--- src/rtl/demux_9bit_stream_pkg.sv ---
// Shared types and constants for the 9-bit 1:4 stream demultiplexer.
package demux_9bit_pkg;

  localparam int WIDTH     = 9;
  localparam int NUM_LANES = 4;

  typedef logic [1:0]       lane_sel_t;
  typedef logic [WIDTH-1:0] word_t;

  localparam lane_sel_t LANE_A = 2'd0;
  localparam lane_sel_t LANE_B = 2'd1;
  localparam lane_sel_t LANE_C = 2'd2;
  localparam lane_sel_t LANE_D = 2'd3;

endpackage

--- src/rtl/demux_9bit_stream_lane_fifo.sv ---
// Per-lane FIFO with a registered head word; a full lane refuses a push
// even when it pops in the same cycle, so there is never a pass-through.
module lane_fifo_9bit #(
  parameter  int WIDTH = 9,
  parameter  int DEPTH = 2,
  localparam int PW    = $clog2(DEPTH),
  localparam int LW    = PW + 1
) (
  input  logic             clk,
  input  logic             reset,
  input  logic             flush,
  input  logic             push,
  input  logic [WIDTH-1:0] din,
  input  logic             pop,
  output logic [WIDTH-1:0] dout,
  output logic             empty,
  output logic             full,
  output logic [LW-1:0]    level
);

  logic [WIDTH-1:0] r_mem [DEPTH];
  logic [PW-1:0]    r_rd_ptr;
  logic [PW-1:0]    r_wr_ptr;
  logic [LW-1:0]    r_level;
  logic [WIDTH-1:0] r_dout;
  logic [PW-1:0]    w_rd_next;
  logic             w_push;
  logic             w_pop;

  assign full      = (r_level == LW'(DEPTH));
  assign empty     = (r_level == '0);
  assign w_push    = push && !full;
  assign w_pop     = pop && !empty;
  assign w_rd_next = r_rd_ptr + PW'(1);
  assign level     = r_level;
  assign dout      = r_dout;

  // NOTE: storage is left unreset; r_dout is the only data register seen outside.
  always_ff @(posedge clk) begin
    if (!reset && !flush && w_push) begin
      r_mem[r_wr_ptr] <= din;
    end
  end

  always_ff @(posedge clk) begin
    if (reset) begin
      r_rd_ptr <= '0;
      r_wr_ptr <= '0;
      r_level  <= '0;
      r_dout   <= '0;
    end else if (flush) begin
      r_rd_ptr <= '0;
      r_wr_ptr <= '0;
      r_level  <= '0;
    end else begin
      if (w_push) r_wr_ptr <= r_wr_ptr + PW'(1);
      if (w_pop)  r_rd_ptr <= w_rd_next;
      case ({w_push, w_pop})
        2'b10:   r_level <= r_level + LW'(1);
        2'b01:   r_level <= r_level - LW'(1);
        default: r_level <= r_level;
      endcase
      // Head register follows the next entry, or the incoming word when it becomes the head.
      if (w_pop) begin
        if (r_level > LW'(1))  r_dout <= r_mem[w_rd_next];
        else if (w_push)       r_dout <= din;
      end else if (w_push && empty) begin
        r_dout <= din;
      end
    end
  end

endmodule

--- src/rtl/demux_9bit_stream.sv ---
// Routes one word per cycle to lane A-D by select; each lane buffers in its
// own FIFO and drains on an independent valid/ready handshake.
module demux_9bit_stream
  import demux_9bit_pkg::*;
#(
  parameter  int WIDTH = 9,
  parameter  int DEPTH = 2,
  localparam int LW    = $clog2(DEPTH) + 1
) (
  input  logic             clk,
  input  logic             reset,
  input  logic             flush,
  input  logic [1:0]       select,
  input  logic             in_valid,
  output logic             in_ready,
  input  logic [WIDTH-1:0] in,
  output logic [3:0]       valid,
  input  logic [3:0]       ready,
  output logic [WIDTH-1:0] outputA,
  output logic [WIDTH-1:0] outputB,
  output logic [WIDTH-1:0] outputC,
  output logic [WIDTH-1:0] outputD,
  output logic [4*LW-1:0]  level
);

  lane_sel_t        w_sel;
  logic [3:0]       w_push;
  logic [3:0]       w_pop;
  logic [3:0]       w_full;
  logic [3:0]       w_empty;
  logic [WIDTH-1:0] w_dout [NUM_LANES];

  assign w_sel    = lane_sel_t'(select);
  assign in_ready = !reset && !flush && !w_full[w_sel];

  for (genvar g = 0; g < NUM_LANES; g++) begin : g_lane
    assign w_push[g] = in_valid && in_ready && (w_sel == lane_sel_t'(g));
    assign w_pop[g]  = ready[g] && !w_empty[g];
    assign valid[g]  = !w_empty[g];

    lane_fifo_9bit #(
      .WIDTH(WIDTH),
      .DEPTH(DEPTH)
    ) u_fifo (
      .clk  (clk),
      .reset(reset),
      .flush(flush),
      .push (w_push[g]),
      .din  (in),
      .pop  (w_pop[g]),
      .dout (w_dout[g]),
      .empty(w_empty[g]),
      .full (w_full[g]),
      .level(level[g*LW +: LW])
    );
  end

  assign outputA = w_dout[LANE_A];
  assign outputB = w_dout[LANE_B];
  assign outputC = w_dout[LANE_C];
  assign outputD = w_dout[LANE_D];

endmodule

--- config.mk ---
export PLATFORM = sky130hd
export DESIGN_NAME = demux_9bit_stream
export DESIGN_NICKNAME = d
export VERILOG_FILES = /design/src/rtl/demux_9bit_stream_pkg.sv /design/src/rtl/demux_9bit_stream_lane_fifo.sv /design/src/rtl/demux_9bit_stream.sv
export SDC_FILE = /design/constraint.sdc
export NUM_CORES = 1
export LEC_CHECK = 0
export BUFFER_PORTS_ARGS = -buffer_cell sky130_fd_sc_hd__buf_2
export CAP_MARGIN = 0
export CORE_MARGIN = 1.5
export CORE_UTILIZATION = 45
export DETAILED_ROUTE_END_ITERATION = 12
export GPL_TIMING_DRIVEN = 0
export PLACE_DENSITY_LB_ADDON = 0.2
export SYNTH_ARGS = -nofsm -noshare
export SYNTH_HDL_FRONTEND = slang
export SYNTH_SLANG_ARGS = --single-unit
--- constraint.sdc ---
create_clock -name clk -period 2.26 [get_ports clk]
set_clock_uncertainty 0.1 [all_clocks]
set_input_delay 0.113 -clock clk [delete_from_list [all_inputs] [get_ports clk]]
set_output_delay 0.113 -clock clk [all_outputs]
set_load 0.005 [all_outputs]
==> tab_implementation.tex <==
\begin{tabular}{lr}
\hline
Metric & Value \\
\hline
\multicolumn{2}{l}{\textbf{Min path}} \\
\quad Hold depth & 1 \\
\quad Hold/Removal Path Class & primary input to flip-flop \\
\multicolumn{2}{l}{\textbf{Timing}} \\
\quad Final count of negative-setup-slack endpoints & 0 \\
\quad Worst-Margin Slew & 0.883 ns \\
\quad Final hold violation count & 0 \\
\quad Clock period minus worst slack & 2.20 ns \\
\quad Number of pins with negative max-slew slack in the final report & 0 \\
\quad Max frequency & 454 MHz \\
\quad Final period utilization & 97.4\% \\
\quad Min setup slack post-route & 0.0580 ns \\
\quad Headroom to the max-slew limit & 41.1\% \\
\multicolumn{2}{l}{\textbf{Yosys}} \\
\quad Share of the synthesized area in the top cell type & 42.1\% \\
\quad Cells taking the most area after synthesis & edfxtp\_1 (42\%), dfxtp\_1 (20\%), mux2i\_1 (7.0\%) \\
\quad Async set or reset register ratio after synthesis & 0\% \\
\quad Syn Inst Count & 407 \\
\quad Syn\_area\_per\_cell & 12.6 sq um \\
\quad Prevailing post-synth register cell & edfxtp\_1 \\
\quad Seq/Total Area, Yosys & 62.4\% \\
\quad Number of synthesized flops with an enable pin & 72 \\
\quad Post-synth top area cell & edfxtp\_1 \\
\quad Seq cells post-synth & 124 \\
\quad Count of yosys warnings during synthesis & 0 \\
\quad Net count after synthesis & 442 \\
\quad Netlist cell types & 36 \\
\quad Area of the mapped netlist & 5130 sq um \\
\multicolumn{2}{l}{\textbf{Detailed routing}} \\
\quad Total number of vias & 3444 \\
\quad \# DRC & 0 \\
\quad Count of TritonRoute iterations in the first routing pass & 4 \\
\quad DRT antenna net count & 0 \\
\quad Routed length per instance & 16.9 microns \\
\quad Detail-routed via count per cell & 5.27 \\
\quad Count of routing violations after the opening detailed-route iteration & 209 \\
\quad Total detailed-routing wirelength & 11100 microns \\
\multicolumn{2}{l}{\textbf{Die}} \\
\quad Std-Cell Core Area & 11000 sq um \\
\quad Ports & 68 \\
\quad Initial Utilization & 46.7\% \\
\quad Die Span Y & 110 microns \\
\quad Die outline width & 110 microns \\
\quad Number of placement rows & 38 \\
\quad Area of the die & 12000 sq um \\
\multicolumn{2}{l}{\textbf{Clock tree}} \\
\quad Number of clock sinks & 124 \\
\quad Max H-tree Level & 4 \\
\quad Skew-Pair Late Insertion Delay & 0.41 ns \\
\quad Clock-pin slew on the worst setup and hold paths & 0.05 ns \\
\quad Master cell of the clock root buffer & clkbuf\_16 \\
\quad Number of buffers added by the clock tree synthesis step & 17 \\
\quad Maximum clock insertion buffer count & 2 \\
\quad TritonCTS clock tree & yes \\
\multicolumn{2}{l}{\textbf{Final layout}} \\
\quad Area growth, synth to finish & 25.6\% \\
\quad Total number of nets in the final design & 536 \\
\quad Core occupancy in the finished layout & 58.7\% \\
\quad Fraction of final layout cells with drive strength greater than 1 & 25.1\% \\
\quad Number of antenna repair diodes & 0 \\
\multicolumn{2}{l}{\textbf{Worst setup path}} \\
\quad Required time of the worst setup path & 2.44 ns \\
\quad Critical Path Source Type & flip-flop \\
\quad Crit path from & g\_lane[0].u\_fifo.level[0] \\
\quad Critical path endpoint category & flip-flop \\
\quad Worst setup path class & flip-flop to flip-flop \\
\quad Register-to-Register Setup Slack & 0.06 ns \\
\quad Data arrival at the endpoint of the critical path & 2.38 ns \\
\quad Worst Reg-to-Reg Cells & 7 \\
\quad Endpoint of the most critical setup path & g\_lane[0].u\_fifo.level[0] \\
\quad Worst flop-to-flop path endpoint & g\_lane[0].u\_fifo.level[0] \\
\quad Critical path peak fanout & 4 \\
\quad Reg-to-reg critical path startpoint & g\_lane[0].u\_fifo.level[0] \\
\multicolumn{2}{l}{\textbf{Global routing}} \\
\quad Maximum number of pins on one net before global-route repair & 17 \\
\quad Wire length of the first global-routing pass & 16800 microns \\
\quad Global-route congestion overflow total & 0 \\
\quad Antenna violations before repair & 0 \\
\quad GRT Total Usage & 19.6\% \\
\quad Number of global-route vias before repair & 3162 \\
\multicolumn{2}{l}{\textbf{Place}} \\
\quad IO buf count & 66 \\
\quad Estimated wirelength of the detail-placed design & 7220 microns \\
\quad Setup Slack @ Placement & -0.318 ns \\
\quad Routability Congestion & 0.805 \\
\multicolumn{2}{l}{\textbf{Power}} \\
\quad Static Leak & 0.00232 uW \\
\quad Max VDD drop & 0.675 mV \\
\quad Power density relative to cell area & 823 nW/um\^{}2 \\
\multicolumn{2}{l}{\textbf{Job}} \\
\quad Number of max-capacitance violations reported & 0 \\
\multicolumn{2}{l}{\textbf{Status}} \\
\quad Outcome & finished clean \\
\hline
\end{tabular}
[how the worst min path moves through the flow]
stage,end,from,slack (ns)
2_1_floorplan,g_lane[0].u_fifo.r_mem[0][0],in[0],0.11
3_3_place_gp,g_lane[0].u_fifo.dout[8],g_lane[0].u_fifo.dout[8],0.34
3_5_place_dp,g_lane[0].u_fifo.dout[5],g_lane[0].u_fifo.dout[5],0.35
4_1_cts,g_lane[1].u_fifo.r_mem[0][2],in[2],0.0008
5_1_grt,g_lane[1].u_fifo.r_mem[0][2],in[2],0.006
6_report,g_lane[1].u_fifo.r_mem[0][2],in[2],0.02
[flip-flops by register name, summed over array words and instances (netlist names)]
name,count
g_lane.u_fifo.dout,36
g_lane.u_fifo.level,8
g_lane.u_fifo.r_mem,72
g_lane.u_fifo.r_rd_ptr,4
g_lane.u_fifo.r_wr_ptr,4
[where the power goes]
part | internal (uW) | switching, uW | leakage (uW)
Clock | 1750 | 930 | 0.000277
Sequential | 2410 | 10.2 | 0.00107
Combinational | 72.9 | 127 | 0.000973
[per-layer routing]
| metal | GRT usage (%) | vias up | wire length [microns] |
|---|---|---|---|
| met4 | 7.70 | 0 | 110 |
| met3 | 6.22 | 10 | 624 |
| met5 | 0 | - | 0 |
| met1 | 27.0 | 1642 | 5410 |
| met2 | 28.9 | 93 | 4940 |
| li1 | - | 1699 | - |
[Yosys cell counts, types with 4 or more instances]
master / instances
edfxtp_1: 72
dfxtp_1: 52
nor2_1: 51
mux2i_1: 36
nand2_1: 27
a21oi_1: 22
a221o_1: 18
ha_1: 16
inv_1: 16
clkbuf_1: 13
o2111ai_1: 9
o211ai_1: 9
o21ai_0: 9
xnor2_1: 8
xor2_1: 8
buf_2: 6
a211oi_1: 4
nor2b_1: 4
[worst max-delay path: stages (launching register included)]
cell	delay, ns
dfxtp_4	0.35
inv_2	0.05
ha_4	0.17
or4b_4	0.59
or2_4	0.33
ha_4	0.30
xor2_1	0.14
nor2_1	0.05
[cells in the final DEF (no fill, tap or decap), types with 8 or more instances in the layout]
cell type       n
xnor2_1         8
buf_2          72
nand2_1        27
a221o_1        18
o2111ai_1       9
nor2_1         43
a21oi_1        22
ha_1           14
nor2_4          8
clkbuf_1        9
inv_1          15
clkbuf_16      17
mux2i_1        36
o211ai_1        9
xor2_1          8
dlygate4sd3_1   8
edfxtp_1       72
dfxtp_1        49
o21ai_0         9
[what timing repair did]
item | CTS | global route
buffers inserted | 2 | 1
pin swaps | 3 | 3
hold endpoints to repair | 50 | 0
endpoints found under the setup margin | 82 | 43
resized for setup | 12 | 16
hold buffers | 8 | 0
[cell families after synthesis]
logic type	Yosys count	share of synthesized area, %
AOI/OAI and AO/OA	77	11.2
muxes	37	7.46
DFF	124	62.4
xor gates and xnor gates	16	2.73
and+or+nand+nor	102	9.51
adders and majority gates	16	3.90
buffers and inverters	35	2.71
[stage by stage]
stage | total power (uW) | instances | TNS, ns | hold slack, ns | area, sq um
finish | 5300 | 654 | 0 | 0.0189 | 6440
global placement | 2650 | 613 | -10.56 | 0.342 | 5640
floorplan | 2550 | 407 | 0 | 0.112 | 5140
global route | 5470 | 654 | -0.00218 | 0.00601 | 6440
detailed placement | 2650 | 613 | -13.48 | 0.346 | 5640
CTS | 5350 | 654 | -2.71 | 0.000759 | 6400
[final cells by class]
cell class | instances | area, sq um
well taps | 140 | 175
repair buffers | 77 | 458
clock inverters | 12 | 146
inverters | 16 | 60.1
multi-input cells | 248 | 1870
plain buffers | 17 | 76.3
clock buffers | 20 | 447
flip-flops and latches | 124 | 3210
fillers | 904 | 4540
Power figures use the tool's default switching activity.
